### config.mk
export PLATFORM = sky130hd
export DESIGN_NAME = sgpio_slave_os
export DESIGN_NICKNAME = d
export VERILOG_FILES = /design/src/rtl/sgpio_pkg.sv /design/src/rtl/sgpio_pin_sync.sv /design/src/rtl/sgpio_slave_os.sv
export SDC_FILE = /design/constraint.sdc
export NUM_CORES = 1
export LEC_CHECK = 0
export CAP_MARGIN = 20
export CORE_ASPECT_RATIO = 1.2
export CORE_MARGIN = 1.5
export CORE_UTILIZATION = 51
export DETAILED_ROUTE_END_ITERATION = 8
export PLACE_DENSITY = 0.74
export SLEW_MARGIN = 20
export SYNTH_ARGS = -nofsm -noshare
export SYNTH_HDL_FRONTEND = slang
export SYNTH_SLANG_ARGS = --single-unit
### constraint.sdc
create_clock -name i_clk -period 2.7 [get_ports i_clk]
set_input_delay 0.54 -clock i_clk [delete_from_list [all_inputs] [get_ports i_clk]]
set_output_delay 0.54 -clock i_clk [all_outputs]
set_load 0.005 [all_outputs]
### src/rtl/sgpio_pkg.sv
`default_nettype none
// ============================================================================
//  Module   : sgpio_pkg
//  Purpose  : Shared types and helpers for the oversampled SGPIO slave.
//             - state_t   : link state machine encoding
//             - ERR_CNT_W : width of the saturating error counter
//             - cnt_width : bits needed to hold a counter value 0..max_val
//  Revision : 1.0 - initial release
// ============================================================================
package sgpio_pkg;

  typedef enum logic [1:0] {
    HUNT   = 2'd0,
    ALIGN  = 2'd1,
    LOCKED = 2'd2
  } state_t;

  localparam int ERR_CNT_W = 8;

  // Width of a counter that must represent every value from 0 to max_val.
  function automatic int cnt_width(input int max_val);
    return (max_val < 2) ? 1 : $clog2(max_val + 1);
  endfunction

endpackage
`default_nettype wire

### src/rtl/sgpio_pin_sync.sv
`default_nettype none
// ============================================================================
//  Module   : sgpio_pin_sync
//  Purpose  : Multi-stage synchronisers for the three SGPIO input pins plus a
//             rising-edge detector on the synchronised serial clock.
//  Ports    : clk, rst            - system clock, synchronous active-high reset
//             sgpio_clk/sync/mosi - asynchronous pin inputs
//             rise                - one-cycle strobe on a serial clock rise
//             sync_s, mosi_s      - synchronised sync / data, valid with rise
//  Revision : 1.0 - initial release
// ============================================================================
module sgpio_pin_sync #(
  parameter int SYNC_STAGES = 2
) (
  input  logic clk,
  input  logic rst,
  input  logic sgpio_clk,
  input  logic sgpio_sync,
  input  logic sgpio_mosi,
  output logic rise,
  output logic sync_s,
  output logic mosi_s
);

  logic [SYNC_STAGES-1:0] clk_sr;
  logic [SYNC_STAGES-1:0] sync_sr;
  logic [SYNC_STAGES-1:0] mosi_sr;
  logic                   clk_prev;

  // All three pins share the same depth so data and sync line up with the
  // clock edge they were launched against.
  always_ff @(posedge clk) begin
    if (rst) begin
      clk_sr   <= '0;
      sync_sr  <= '0;
      mosi_sr  <= '0;
      clk_prev <= 1'b0;
    end else begin
      clk_sr   <= {clk_sr[SYNC_STAGES-2:0],  sgpio_clk};
      sync_sr  <= {sync_sr[SYNC_STAGES-2:0], sgpio_sync};
      mosi_sr  <= {mosi_sr[SYNC_STAGES-2:0], sgpio_mosi};
      clk_prev <= clk_sr[SYNC_STAGES-1];
    end
  end

  assign rise   = clk_sr[SYNC_STAGES-1] & ~clk_prev;
  assign sync_s = sync_sr[SYNC_STAGES-1];
  assign mosi_s = mosi_sr[SYNC_STAGES-1];

endmodule
`default_nettype wire

### src/rtl/sgpio_slave_os.sv
`default_nettype none
// ============================================================================
//  Module   : sgpio_slave_os
//  Purpose  : Oversampled SGPIO slave in the system clock domain. Exchanges
//             W-bit LSB-first frames, checks frame length, qualifies lock
//             after LOCK_FRAMES good frames, detects link loss and counts
//             errors.
//  Ports    : i_clk, i_rst          - system clock, sync active-high reset
//             i_sgpio_clk/sync/mosi - asynchronous SGPIO pins
//             o_sgpio_miso          - slave data out (idles high)
//             i_tx_data             - LED word, captured at each sync edge
//             o_rx_data             - last good received frame
//             o_rx_valid            - high while locked
//             o_rx_update           - pulse when o_rx_data loads
//             o_frame_err           - pulse on a bad-length frame
//             o_err_cnt             - saturating frame error + timeout count
//  Revision : 1.0 - initial release
// ============================================================================
module sgpio_slave_os
  import sgpio_pkg::*;
#(
  parameter int         W           = 8,
  parameter int         LOCK_FRAMES = 2,
  parameter int         TIMEOUT_CYC = 1024,
  parameter int         SYNC_STAGES = 2,
  parameter logic [W-1:0] RX_RESET  = '0
) (
  input  logic                 i_clk,
  input  logic                 i_rst,
  input  logic                 i_sgpio_clk,
  input  logic                 i_sgpio_sync,
  input  logic                 i_sgpio_mosi,
  output logic                 o_sgpio_miso,
  input  logic [W-1:0]         i_tx_data,
  output logic [W-1:0]         o_rx_data,
  output logic                 o_rx_valid,
  output logic                 o_rx_update,
  output logic                 o_frame_err,
  output logic [ERR_CNT_W-1:0] o_err_cnt
);

  localparam int BC_W = cnt_width(W + 1);
  localparam int TM_W = cnt_width(TIMEOUT_CYC);
  localparam int GC_W = cnt_width(LOCK_FRAMES);

  logic rise;
  logic sync_s;
  logic mosi_s;

  sgpio_pin_sync #(
    .SYNC_STAGES (SYNC_STAGES)
  ) u_pin_sync (
    .clk        (i_clk),
    .rst        (i_rst),
    .sgpio_clk  (i_sgpio_clk),
    .sgpio_sync (i_sgpio_sync),
    .sgpio_mosi (i_sgpio_mosi),
    .rise       (rise),
    .sync_s     (sync_s),
    .mosi_s     (mosi_s)
  );

  state_t         state;
  state_t         state_nxt;
  logic [W-1:0]   shift_in;
  logic [W-1:0]   tx_shift;
  logic [BC_W-1:0] bit_cnt;
  logic [GC_W-1:0] good_cnt;
  logic [GC_W-1:0] good_nxt;
  logic [TM_W-1:0] timer;
  logic           valid_nxt;
  logic           latch;
  logic           bad;
  logic           tout;

  logic sync_rise;
  logic frame_good;
  logic timeout_hit;

  assign sync_rise  = rise & sync_s;
  // bit_cnt counts the sync bit as 1, so a complete frame reads exactly W.
  assign frame_good = (bit_cnt == BC_W'(W));
  // Fires once, on the cycle the idle timer steps onto TIMEOUT_CYC.
  assign timeout_hit = !rise && (timer == TM_W'(TIMEOUT_CYC - 1)) &&
                       (state != HUNT);

  // --------------------------------------------------------------------------
  // State register
  // --------------------------------------------------------------------------
  always_ff @(posedge i_clk) begin
    if (i_rst) begin
      state <= HUNT;
    end else begin
      state <= state_nxt;
    end
  end

  // --------------------------------------------------------------------------
  // Next state and framing decisions
  // --------------------------------------------------------------------------
  always_comb begin
    state_nxt = state;
    good_nxt  = good_cnt;
    valid_nxt = o_rx_valid;
    latch     = 1'b0;
    bad       = 1'b0;
    tout      = 1'b0;
    if (sync_rise) begin
      case (state)
        HUNT: begin
          // No earlier sync to measure against, so nothing can be judged.
          state_nxt = ALIGN;
          good_nxt  = '0;
        end
        default: begin
          if (frame_good) begin
            latch = 1'b1;
            if (good_cnt >= GC_W'(LOCK_FRAMES - 1)) begin
              good_nxt  = GC_W'(LOCK_FRAMES);
              state_nxt = LOCKED;
              valid_nxt = 1'b1;
            end else begin
              good_nxt = good_cnt + GC_W'(1);
            end
          end else begin
            bad       = 1'b1;
            state_nxt = ALIGN;
            good_nxt  = '0;
            valid_nxt = 1'b0;
          end
        end
      endcase
    end else if (timeout_hit) begin
      tout      = 1'b1;
      state_nxt = HUNT;
      valid_nxt = 1'b0;
    end
  end

  // --------------------------------------------------------------------------
  // Datapath: shifters, counters, outputs
  // --------------------------------------------------------------------------
  always_ff @(posedge i_clk) begin
    if (i_rst) begin
      shift_in     <= '0;
      tx_shift     <= '1;
      bit_cnt      <= '0;
      good_cnt     <= '0;
      timer        <= '0;
      o_sgpio_miso <= 1'b1;
      o_rx_data    <= RX_RESET;
      o_rx_valid   <= 1'b0;
      o_rx_update  <= 1'b0;
      o_frame_err  <= 1'b0;
      o_err_cnt    <= '0;
    end else begin
      o_rx_update  <= latch;
      o_frame_err  <= bad;
      o_rx_valid   <= valid_nxt;
      good_cnt     <= good_nxt;
      o_sgpio_miso <= tx_shift[0];

      if (rise) begin
        shift_in <= {mosi_s, shift_in[W-1:1]};
        timer    <= '0;
        if (sync_s) begin
          bit_cnt  <= BC_W'(1);
          tx_shift <= i_tx_data;
        end else begin
          if (bit_cnt != BC_W'(W + 1)) begin
            bit_cnt <= bit_cnt + BC_W'(1);
          end
          // Shift in 1s so the line idles high once the word is out.
          tx_shift <= {1'b1, tx_shift[W-1:1]};
        end
      end else begin
        if (timer != TM_W'(TIMEOUT_CYC)) begin
          timer <= timer + TM_W'(1);
        end
        if (tout) begin
          tx_shift <= '1;
        end
      end

      // shift_in still holds the completed frame: the sync bit belongs to
      // the next one.
      if (latch) begin
        o_rx_data <= shift_in;
      end

      if ((bad || tout) && (o_err_cnt != '1)) begin
        o_err_cnt <= o_err_cnt + ERR_CNT_W'(1);
      end
    end
  end

endmodule
`default_nettype wire
-- Word-level counts from Yosys, hierarchy flattened
Cells that the tools add are included.
- output and inout bits: 20
- register bits: 62
- logic and storage cells: 72
- magnitude comparators: 1
- muxes and demuxes: 26
- bitwise logic cells: 3
- add/sub/neg operators: 4
- equality and inequality tests: 8
- reduce and logical (&&, ||, !) cells: 14
- operator list (kind ; number):
    8-bit 2-to-1 mux ; 3
    2-bit 2-to-1 mux ; 8
    1-bit 2-to-1 mux ; 13
    11-bit by 1-bit adder with 11-bit output (second input constant) ; 1
    11-bit by 10-bit equality test with 1-bit output (second input constant) ; 1
    11-bit inequality test (second input constant) ; 1
    8-bit by 1-bit adder with 8-bit output (second input constant) ; 1
    4-bit 2-to-1 mux ; 2
    8-bit inequality test (second input constant) ; 1
    2-bit nonzero test ; 4
    4-bit by 1-bit adder with 4-bit output (second input constant) ; 1
    4-bit equality test (second input constant) ; 1
    4-bit by 2-bit inequality test with 1-bit output (second input constant) ; 1
    4-bit inequality test (second input constant) ; 1
    2-bit AND reduction ; 2
    1-bit logical AND ; 3
    3-bit by 2-bit inequality test with 1-bit output (second input constant) ; 1
    3-bit AND reduction ; 1
    2-bit by 1-bit adder with 2-bit output (second input constant) ; 1
    1-bit AND ; 2
    2-bit by 1-bit greater-or-equal comparator with 1-bit output (second input constant) ; 1
    2-bit zero test ; 1
    2-bit inequality test (second input constant) ; 1
    2-bit OR reduction ; 1
    3 further kinds ; 3

-- Logic depth before layout (Yosys ltp)
Gate-level depths: netlist of run 1.
- word-level depth: 9
- depth in mapped cells: 8
- depth with buffers taken out: 7

-- Cells and area by module
From an unflattened synthesis of run 1, not the netlist that was laid out.
- cell total of the unflattened synthesis: 294
- area total of the unflattened synthesis: 2682.6 sq um
- by module, submodules not included (module ; instances ; cells each ; area each (sq um)):
    sgpio_slave_os ; 1 ; 279 ; 2492.4
    sgpio_pin_sync ; 1 ; 15 ; 190.2

-- Worst setup path after synthesis of run 1
OpenSTA, ideal clock, no wires.
- path type: register to register
- start: register timer[0]
- end: register o_err_cnt[3]
- path slack: 0.704 ns
- path buffers: 1
- data required time: 2.577 ns
- cell stages (with the launch flop): 8
- arrival: 1.873 ns
- clock period less this slack: 1.996 ns
- setup time: 0.123 ns
- cells stage by stage: dfxtp_1 -> ha_1 -> and4_1 -> and4_4 -> a22oi_2 -> buf_6 -> nor4b_4 -> mux2_1
- word-level cells in the longest chain between the ends: 7
- ends and longest elaborated chain (what ; RTL line ; text):
    start, declared ; sgpio_slave_os.sv:70 ; logic [TM_W-1:0] timer;
    start signal, assigned ; sgpio_slave_os.sv:178 ; timer <= timer + TM_W'(1);
    11-bit by 10-bit equality test with 1-bit output ; sgpio_slave_os.sv:84 ; assign timeout_hit = !rise && (timer == TM_W'(TIMEOUT_CYC - 1)) &&
    1-bit logical AND (2 in series) ; sgpio_slave_os.sv:84 ;
    1-bit 2-to-1 mux ; sgpio_slave_os.sv:133 ; end else if (timeout_hit) begin
    1-bit 2-to-1 mux ; sgpio_slave_os.sv:108 ; if (sync_rise) begin
    1-bit logical OR ; sgpio_slave_os.sv:191 ; if ((bad || tout) && (o_err_cnt != '1)) begin
    1-bit logical AND ; sgpio_slave_os.sv:191 ;
    end signal, assigned ; sgpio_slave_os.sv:192 ; o_err_cnt <= o_err_cnt + ERR_CNT_W'(1);
    end, declared ; sgpio_slave_os.sv:39 ; output logic [ERR_CNT_W-1:0] o_err_cnt
No other way between the ends.
A chain may end at the register's enable or synchronous reset.

-- Worst setup path after layout of run 1
- start: register timer[0]
- end: register o_err_cnt[5]
Same word-level chain as after synthesis.

==> results of run 1 <==
-- through the flow --
stage | worst slack [ns] | total power [mW] | hold slack (ns) | util, % | instance area, um^2
after detailed placement | 0.5132 | 1.032 | 0.4251 | 60.08 | 2968
after floorplan | 0.7039 | 1.001 | 0.4138 | - | 2614
after CTS | 0.4958 | 1.828 | 0.4422 | 64.11 | 3167
after global placement | 0.6028 | 1.030 | 0.4170 | 60.08 | 2968
final | 0.4919 | 1.812 | 0.4389 | 64.11 | 3167
after global routing | 0.3235 | 1.886 | 0.4555 | 64.11 | 3167
-- layout make-up --
cell class              count  area [um^2]  area share (%)
well taps                  60        75.07           2.371
flip-flops and latches     62         1241           39.19
inverters                   6        22.52          0.7112
clock buffers              10        137.6           4.346
clock inverters             6        61.31           1.936
multi-input cells         210         1279           40.38
repair buffers             36        350.3           11.06
-- logic make-up after synthesis --
| group | count (synthesis) |
|---|---|
| adders and majority gates | 6 |
| buffers and inverters | 21 |
| AOI/OAI and AO/OA | 48 |
| DFF | 62 |
| xor gates and xnor gates | 10 |
| and+or+nand+nor | 134 |
| muxes | 12 |
-- state kept, by name, summed over array words and instances, names as in the netlist, 4 cells and up --
name	flops
o_err_cnt	8
o_rx_data	8
timer	11
bit_cnt	4
shift_in	8
tx_shift	8
-- how the worst max path moves through the flow --
stage               slack [ns]                        end  cells after the start                             start
finish                    0.49  o_err_cnt[5]$_SDFFE_PP0P_                      6             timer[0]$_SDFFE_PP0P_
global route              0.32  o_err_cnt[5]$_SDFFE_PP0P_                      5  u_pin_sync.sync_sr[1]$_SDFF_PP0_
CTS                       0.50  o_err_cnt[5]$_SDFFE_PP0P_                      6             timer[0]$_SDFFE_PP0P_
detailed placement        0.51  o_err_cnt[5]$_SDFFE_PP0P_                      6             timer[0]$_SDFFE_PP0P_
global placement          0.60  o_err_cnt[0]$_SDFFE_PP0P_                      6             timer[0]$_SDFFE_PP0P_
floorplan                 0.70  o_err_cnt[3]$_SDFFE_PP0P_                      7             timer[0]$_SDFFE_PP0P_
-- layer usage --
layer / vias up / GRT usage (%) / wire (um)
met4: 0 / 9.600 / 117
li1: 1070 / - / -
met1: 975 / 25.33 / 2293
met2: 43 / 31.17 / 2317
met3: 11 / 6.712 / 199
met5: - / 0 / 0
-- worst max-delay path, delay by kind of cell (launching register included) --
| family | cells | cell delay [ns] |
|---|---|---|
| AOI/OAI and AO/OA | 1 | 0.17 |
| adders and majority gates | 1 | 0.29 |
| and+or+nand+nor | 3 | 0.83 |
| DFF | 1 | 0.45 |
| muxes | 1 | 0.35 |
-- cell usage after synthesis (all sizes together) --
cell / n
xor2: 9
a31oi: 1
o22ai: 8
a21oi: 24
or3: 1
and4: 4
buf: 3
o41ai: 1
nor4bb: 1
nor4b: 2
o211a: 1
mux2i: 1
o311ai: 1
o21ai: 6
o31ai: 1
nor2: 25
clkbuf: 12
nor2b: 11
nand4b: 1
ha: 6
o21ba: 2
nand3: 11
mux2: 11
or4b: 1
nor3: 6
inv: 6
and2: 3
or2: 3
a211oi: 1
and3: 4
nand2b: 1
nor4: 3
dfxtp: 62
xnor2: 1
a22oi: 2
nand2: 52
or4: 2
nand3b: 3
-- power groups by stage --
stage | logic (mW) | registers (mW) | clock network [mW]
after floorplan | 0.0477 | 0.953 | 0
after global placement | 0.0742 | 0.956 | 0
after detailed placement | 0.0751 | 0.957 | 0
after CTS | 0.0755 | 0.936 | 0.816
after global routing | 0.0834 | 0.938 | 0.864
final | 0.0748 | 0.937 | 0.801
==> results.toml, run 1 <==
[synthesis]
ys_seq_elements = 62
ys_types = 47
syn_nets = 312
avgSynthCellArea_um2 = 8.921
synthSimpleGateAreaFrac_pct = 26.52
netlist_instances = 293
synthMuxAreaShare_pct = 5.122
synth_top_area_cell = "dfxtp_1"
synth_top_family_by_area = "simple AND/OR/NAND/NOR gates"
syn_area_mm2 = 0.002614
yosysWarningCount = 0
yosysSeqAreaShare_pct = 47.49
synth.area.top_cells = "dfxtp_1 47%, nand2_1 7.5%, a21oi_1 4.6%"
synth_compound_area_share_pct = 11.06
synth_xor_xnor_area_share_pct = 3.351
synthAdderAreaFrac_pct = 2.872
yosysTopAreaCellShare_pct = 47.49

[place]
dp_hpwl_um = 3335
place_inst = 374
numPortBuffers = 32
place_congestion = 0.8702

[min_path]
hold_path_depth = 1
hp-start = "u_pin_sync.mosi_sr[0]$_SDFF_PP0_"
whs_endpoint = "u_pin_sync.mosi_sr[1]$_SDFF_PP0_"
min_path_type = "register to register"

[floorplanning]
rows = 28
coreArea_mm2 = 0.004940
io_pins = 33
die_x_um = 68.35
initial_core_util_pct = 52.91
die_h_um = 81.42
dieArea_mm2 = 0.005565

[critical_path]
path_cells = "ha_1 -> and4_1 -> and4_4 -> a22oi_2 -> nor4_4 -> mux2_1"
cp_data_required_time_ns = 2.92
crit-reg2reg-launch = "timer[0]$_SDFFE_PP0P_"
crit_arrival_ns = 2.43
r2r_cells = 6
crit_slowest_cell = "dfxtp_1"
cp-start-kind = "register"
end_kind = "register"
r2r_end = "o_err_cnt[5]$_SDFFE_PP0P_"
path_class = "register to register"
worstPathMaxFanout = 12
slowest_delay_ns = 0.45
r2r_slack_ns = 0.49

[clock_tree]
clk_latency_ns = 0.34
cts.path.max_buffers = 2
cts.clk_slew.worst_paths_ns = 0.07
cts_num_sinks = 62
numCtsBuffers = 9
htreeDepth = 3
clockRootBuffer = "clkbuf_8"
cts_hold_buf = 0
cts_tree = "done"
cts_resized = 0
postCtsSetupBuffers = 0

[timing]
max_freq_mhz = 452.9
clock_skew_ns = 0.009397
final-max-slew-violation-count = 0
grt_setup_unrepaired = "no"
hold_viol_final = 0
setup_tns_ns = 0
slew_headroom_pct = 55.15
fin_crit_ns = 2.208
post-route-period-util_pct = 81.78
setup_violations = 0
max_slew.worst_pin.slew_ns = 0.6714

[run]
maxCapViolations = 0

[cells_and_area]
final_cell_mix = "62 x dfxtp_1, 52 x nand2_1, 32 x clkdlybuf4s50_1"
drive_gt1_share_pct = 12.42
final_cells = 390
final_common_cell = "dfxtp_1"
nNetsFinal = 344
diodes = 0
syn2layout_area_growth_pct = 21.16
fillers = 432

[pwr]
leakage_nw = 1.113
combPwrFrac_pct = 4.1
powerDensity_mw_per_mm2 = 572.3
ir_drop_mv = 0.4132
switching_share_pct = 22.26
intPower_mw = 1.409
clockPowerShare_pct = 44.2
power_frac_seq_pct = 51.7
p_sw_mw = 0.4034

[grt]
grt_max_degree = 32
track_usage_pct = 20.23
overflow = 0
grt_pass1_vias = 1864
grt_pass1_wl_um = 8328
grt_antenna_before_repair = 0

[route]
vias_per_cell = 5.382
drt_wl_total_um = 4928
first_pass_iters = 4
drt_iter0_markers = 80
vias = 2099
ant_nets = 0
drcViolationCount = 0
wl_per_cell_um = 12.64

[run_status]
status = "completed"
No activity file was read; power rests on OpenSTA's default activity.
==> run 2, diff against run 1 <==
--- a/config.mk
+++ b/config.mk
@@ -8,9 +8,9 @@
 export CAP_MARGIN = 20
 export CORE_ASPECT_RATIO = 1.2
 export CORE_MARGIN = 1.5
-export CORE_UTILIZATION = 51
+export CORE_UTILIZATION = 49
 export DETAILED_ROUTE_END_ITERATION = 8
-export PLACE_DENSITY = 0.74
+export PLACE_DENSITY = 0.75
 export SLEW_MARGIN = 20
 export SYNTH_ARGS = -nofsm -noshare
 export SYNTH_HDL_FRONTEND = slang
==> constraint.sdc (replaced) <==
create_clock -name i_clk -period 2 [get_ports i_clk]
set_input_delay 0.4 -clock i_clk [delete_from_list [all_inputs] [get_ports i_clk]]
set_output_delay 0.4 -clock i_clk [all_outputs]
set_load 0.005 [all_outputs]
==> results.toml, run 2 (synthesis gave the netlist of run 1 again) <==
[grt]
busiest_layer = "met2"
grt_antenna_before_repair = 0
track_usage_pct = 18.55
gr-usage-met3_pct = 5.825
overflow = 0
grt_pass1_vias = 1994
met2_usage_pct = 29.90
grt_max_degree = 35
grt_pass1_wl_um = 8631
grtUsageMet1_pct = 22.55

[critical_path]
cp-start-kind = "register"
crit_arrival_ns = 2.11
path_cells = "ha_1 -> and4_1 -> and4_4 -> a22oi_2 -> nor2_1 -> mux2_2"
cp_data_required_time_ns = 2.23
path_class = "register to register"
slowest_delay_ns = 0.39
crit_slowest_cell = "a22oi_2"
end_kind = "register"
worstPathMaxFanout = 5

[place]
numPortBuffers = 32
post-place-ws_ns = 0.04305
place_congestion = 0.8163
dp_hpwl_um = 3375
place_inst = 384
dpl_cell_area_mm2 = 0.003055

[cells_and_area]
final_cell_mix = "62 x dfxtp_1, 52 x nand2_1, 32 x clkdlybuf4s50_1"
top_register = "timer"
final_cell_area_mm2 = 0.003316
diodes = 0
final_util_pct = 65.72
largest_reg_flops = 11
nNetsFinal = 356
drive_gt1_share_pct = 15.20
syn2layout_area_growth_pct = 26.85
final_common_cell = "dfxtp_1"
final_cells = 402

[timing]
setup_tns_ns = 0
max_slew.worst_pin.slew_ns = 0.4878
clock_skew_ns = 0.006298
post-route-period-util_pct = 94.31
slew_headroom_pct = 67.04
grt_setup_unrepaired = "no"
setup_violations = 0
hold_viol_final = 0
timing.final.ws_setup_ns = 0.1138
whs_ns = 0.4374
max_freq_mhz = 530.2
final-max-slew-violation-count = 0
fin_crit_ns = 1.886

[route]
ant_nets = 0
first_pass_iters = 4
drt_iter0_markers = 143
drt_wl_total_um = 5207
vias = 2137
drcViolationCount = 0
vias_per_cell = 5.316
wl_per_cell_um = 12.95

[pwr]
leakage_nw = 1.183
ir_drop_mv = 0.7508
powerDensity_mw_per_mm2 = 820.2
report.power.total_mw = 2.720

[floorplanning]
rows = 28
die_x_um = 69.67
coreArea_mm2 = 0.005045
die_h_um = 83.01
io_pins = 33
dieArea_mm2 = 0.005783
initial_core_util_pct = 51.81

[clock_tree]
clk_latency_ns = 0.34
cts.path.max_buffers = 2
cts.clk_slew.worst_paths_ns = 0.07
clockRootBuffer = "clkbuf_8"
htreeDepth = 3
cts_tree = "done"
cts_resized = 0
cts_num_sinks = 62
numCtsBuffers = 9

[min_path]
min_path_type = "register to register"

[run]
maxCapViolations = 0

[run_status]
status = "completed"
==> run 2: cell types whose count changed in the layout (fill, tap and decap cells not counted), sizes merged <==
cell,before,now
clkinv,4,0
bufinv,1,3
a22oi,2,3
clkinvlp,1,3
inv,6,7
buf,4,15
clkbuf,10,9
==> run 2: final timing paths <==
check | start | end | slack [ns] | depth (start not counted)
worst min register to register | u_pin_sync.clk_sr[0]$_SDFF_PP0_ | u_pin_sync.clk_sr[1]$_SDFF_PP0_ | 0.44 | 1
worst min-delay path | u_pin_sync.clk_sr[0]$_SDFF_PP0_ | u_pin_sync.clk_sr[1]$_SDFF_PP0_ | 0.44 | 1
worst max register to register | timer[0]$_SDFFE_PP0P_ | o_err_cnt[0]$_SDFFE_PP0P_ | 0.11 | 6
worst max-delay path | timer[0]$_SDFFE_PP0P_ | o_err_cnt[0]$_SDFFE_PP0P_ | 0.11 | 6
==> run 2: metal layers <==
layer  share of wire (%)  wire length (um)  vias to the layer above
li1                    -                 -                     1094
met1                  47              2434                     1000
met2                  48              2518                       38
met3                 3.4               178                        5
met4                 1.4                74                        0
met5                   0                 0                        -
==> run 2: area by class of cell <==
type	count	area (um^2)
inverters	6	22.52
clock buffers	9	123.9
flip-flops and latches	62	1241
well taps	60	75.07
multi-input cells	211	1286
fillers	438	1729
repair buffers	47	445.4
clock inverters	7	121.4
==> run 2: power by group <==
| part | internal, mW | switching [mW] | total, mW |
|---|---|---|---|
| clock network | 0.831 | 0.507 | 1.34 |
| logic | 0.0624 | 0.0635 | 0.126 |
| registers | 1.25 | 0.00730 | 1.26 |
| total | 2.14 | 0.578 | 2.72 |
==> run 2: critical path: cells and delay by family, from the launching register on <==
family          cells  cell delay [ns]
simple gates        3             0.57
compound gates      1             0.39
flops               1             0.32
mux                 1             0.30
fa+ha+maj           1             0.20
==> run 2: repair_timing <==
item                                    CTS  global route
endpoints found under the setup margin    0             4
setup buffers                             0             1
hold buffers                              0             0
==> run 3, diff against run 2 <==
--- a/config.mk
+++ b/config.mk
@@ -11,6 +11,7 @@
 export CORE_UTILIZATION = 49
 export DETAILED_ROUTE_END_ITERATION = 8
 export PLACE_DENSITY = 0.75
+export RECOVER_POWER = 50
 export SLEW_MARGIN = 20
 export SYNTH_ARGS = -nofsm -noshare
 export SYNTH_HDL_FRONTEND = slang
==> results.toml, run 3 (synthesis gave the netlist of run 1 again) <==
[run_status]
status = "completed"

[place]
numPortBuffers = 32
place_congestion = 0.8163
dp_hpwl_um = 3375
place_inst = 384

[clock_tree]
numCtsBuffers = 9
cts_tree = "done"
cts.clk_slew.worst_paths_ns = 0.07
htreeDepth = 3
clk_latency_ns = 0.34
cts_hold_buf = 0
cts_resized = 0
cts_num_sinks = 62
cts.path.max_buffers = 2
clockRootBuffer = "clkbuf_8"

[timing]
grt_setup_unrepaired = "no"
setup_tns_ns = 0
post-route-period-util_pct = 94.74
slew_headroom_pct = 55.90
max_slew.worst_pin.slew_ns = 0.6615
clock_skew_ns = 0.006140
hold_viol_final = 0
max_freq_mhz = 527.7
setup_violations = 0
fin_crit_ns = 1.895
final-max-slew-violation-count = 0

[pwr]
powerDensity_mw_per_mm2 = 822.9
leakage_nw = 1.203
ir_drop_mv = 0.7476

[grt]
overflow = 0
grt_pass1_wl_um = 8631
grt_max_degree = 35
track_usage_pct = 18.55
grt_antenna_before_repair = 0
grt_pass1_vias = 1994

[route]
first_pass_iters = 4
drt_iter0_markers = 148
wl_per_cell_um = 12.91
drcViolationCount = 0
vias = 2137
vias_per_cell = 5.316
ant_nets = 0
drt_wl_total_um = 5191

[critical_path]
slowest_delay_ns = 0.39
cp.depth = 6
cp_num_buf_inv = 0
cp-start-kind = "register"
worstPathMaxFanout = 5
crit_slowest_cell = "a22oi_2"
path_class = "register to register"
cp_data_required_time_ns = 2.23
path_delay_family = "simple AND/OR/NAND/NOR gates"
path_cells = "ha_1 -> and4_1 -> and4_4 -> a22oi_2 -> nor2_1 -> mux2_2"
end_kind = "register"
r2r_cells = 6
crit_arrival_ns = 2.12

[floorplanning]
initial_core_util_pct = 51.81
dieArea_mm2 = 0.005783
io_pins = 33
coreArea_mm2 = 0.005045
die_h_um = 83.01
rows = 28
die_x_um = 69.67

[cells_and_area]
syn2layout_area_growth_pct = 25.99
multi_input_area_mm2 = 0.001286
final_common_cell = "dfxtp_1"
ff_latch_area_mm2 = 0.001241
final_cells = 402
diodes = 0
largest_reg_flops = 11
drive_gt1_share_pct = 14.62
nNetsFinal = 356
top_register = "timer"
final_cell_mix = "62 x dfxtp_1, 52 x nand2_1, 25 x nor2_1"
fillers = 440

[min_path]
hold_path_depth = 1
min_path_type = "register to register"

[run]
maxCapViolations = 0
==> run 3: cell count changes in the layout (fill, tap and decap cells not counted), sizes merged <==
| cell | change |
|---|---|
| dlygate4sd3 | +12 |
| buf | -3 |
| clkdlybuf4s50 | -12 |
| clkbuf | +3 |
==> run 3: timing repair <==
action	4_1_cts	5_1_grt
setup buffers	0	1
hold endpoints to repair	0	0
setup endpoints to repair	0	4
==> run 3: stage by stage <==
stage               setup WS [ns]  area (um^2)  hold slack [ns]  power (mW)  utilization [%]
floorplan                0.003906         2614           0.4138       1.351                -
global placement          0.09168         3055           0.4190       1.407            60.57
detailed placement        0.04305         3055           0.4204       1.409            60.57
CTS                       0.02999         3301           0.4361       2.741            65.43
global route              0.01855         3293           0.4511       2.803            65.28
finish                     0.1051         3293           0.4373       2.710            65.28
==> run 3: worst paths after layout <==
| kind | from | slack [ns] | end |
|---|---|---|---|
| max | timer[0]$_SDFFE_PP0P_ | 0.11 | o_err_cnt[0]$_SDFFE_PP0P_ |
| min | u_pin_sync.clk_sr[0]$_SDFF_PP0_ | 0.44 | u_pin_sync.clk_sr[1]$_SDFF_PP0_ |
| max reg2reg | timer[0]$_SDFFE_PP0P_ | 0.11 | o_err_cnt[0]$_SDFFE_PP0P_ |
| min reg2reg | u_pin_sync.clk_sr[0]$_SDFF_PP0_ | 0.44 | u_pin_sync.clk_sr[1]$_SDFF_PP0_ |
==> run 3: power breakdown <==
group          total, mW  internal [mW]  switching [mW]
sequential          1.26           1.25         0.00729
combinational      0.119         0.0565          0.0629
clock               1.33          0.831           0.504
total               2.71           2.14           0.574
==> run 3: final cells by class <==
| class | count | share of cell area [%] |
|---|---|---|
| Multi-Input combinational cell | 211 | 39.06 |
| Tap cell | 60 | 2.280 |
| Timing Repair Buffer | 47 | 12.84 |
| Clock inverter | 7 | 3.685 |
| Sequential cell | 62 | 37.69 |
| Clock buffer | 9 | 3.761 |
| Inverter | 6 | 0.6839 |
==> run 3: routing by layer <==
layer	global-route usage, %	part of all wire (%)	vias up
li1	-	-	1097
met1	22.55	47	991
met2	29.90	48	41
met3	5.825	3.7	8
met4	8.566	1.7	0
met5	0	0	-
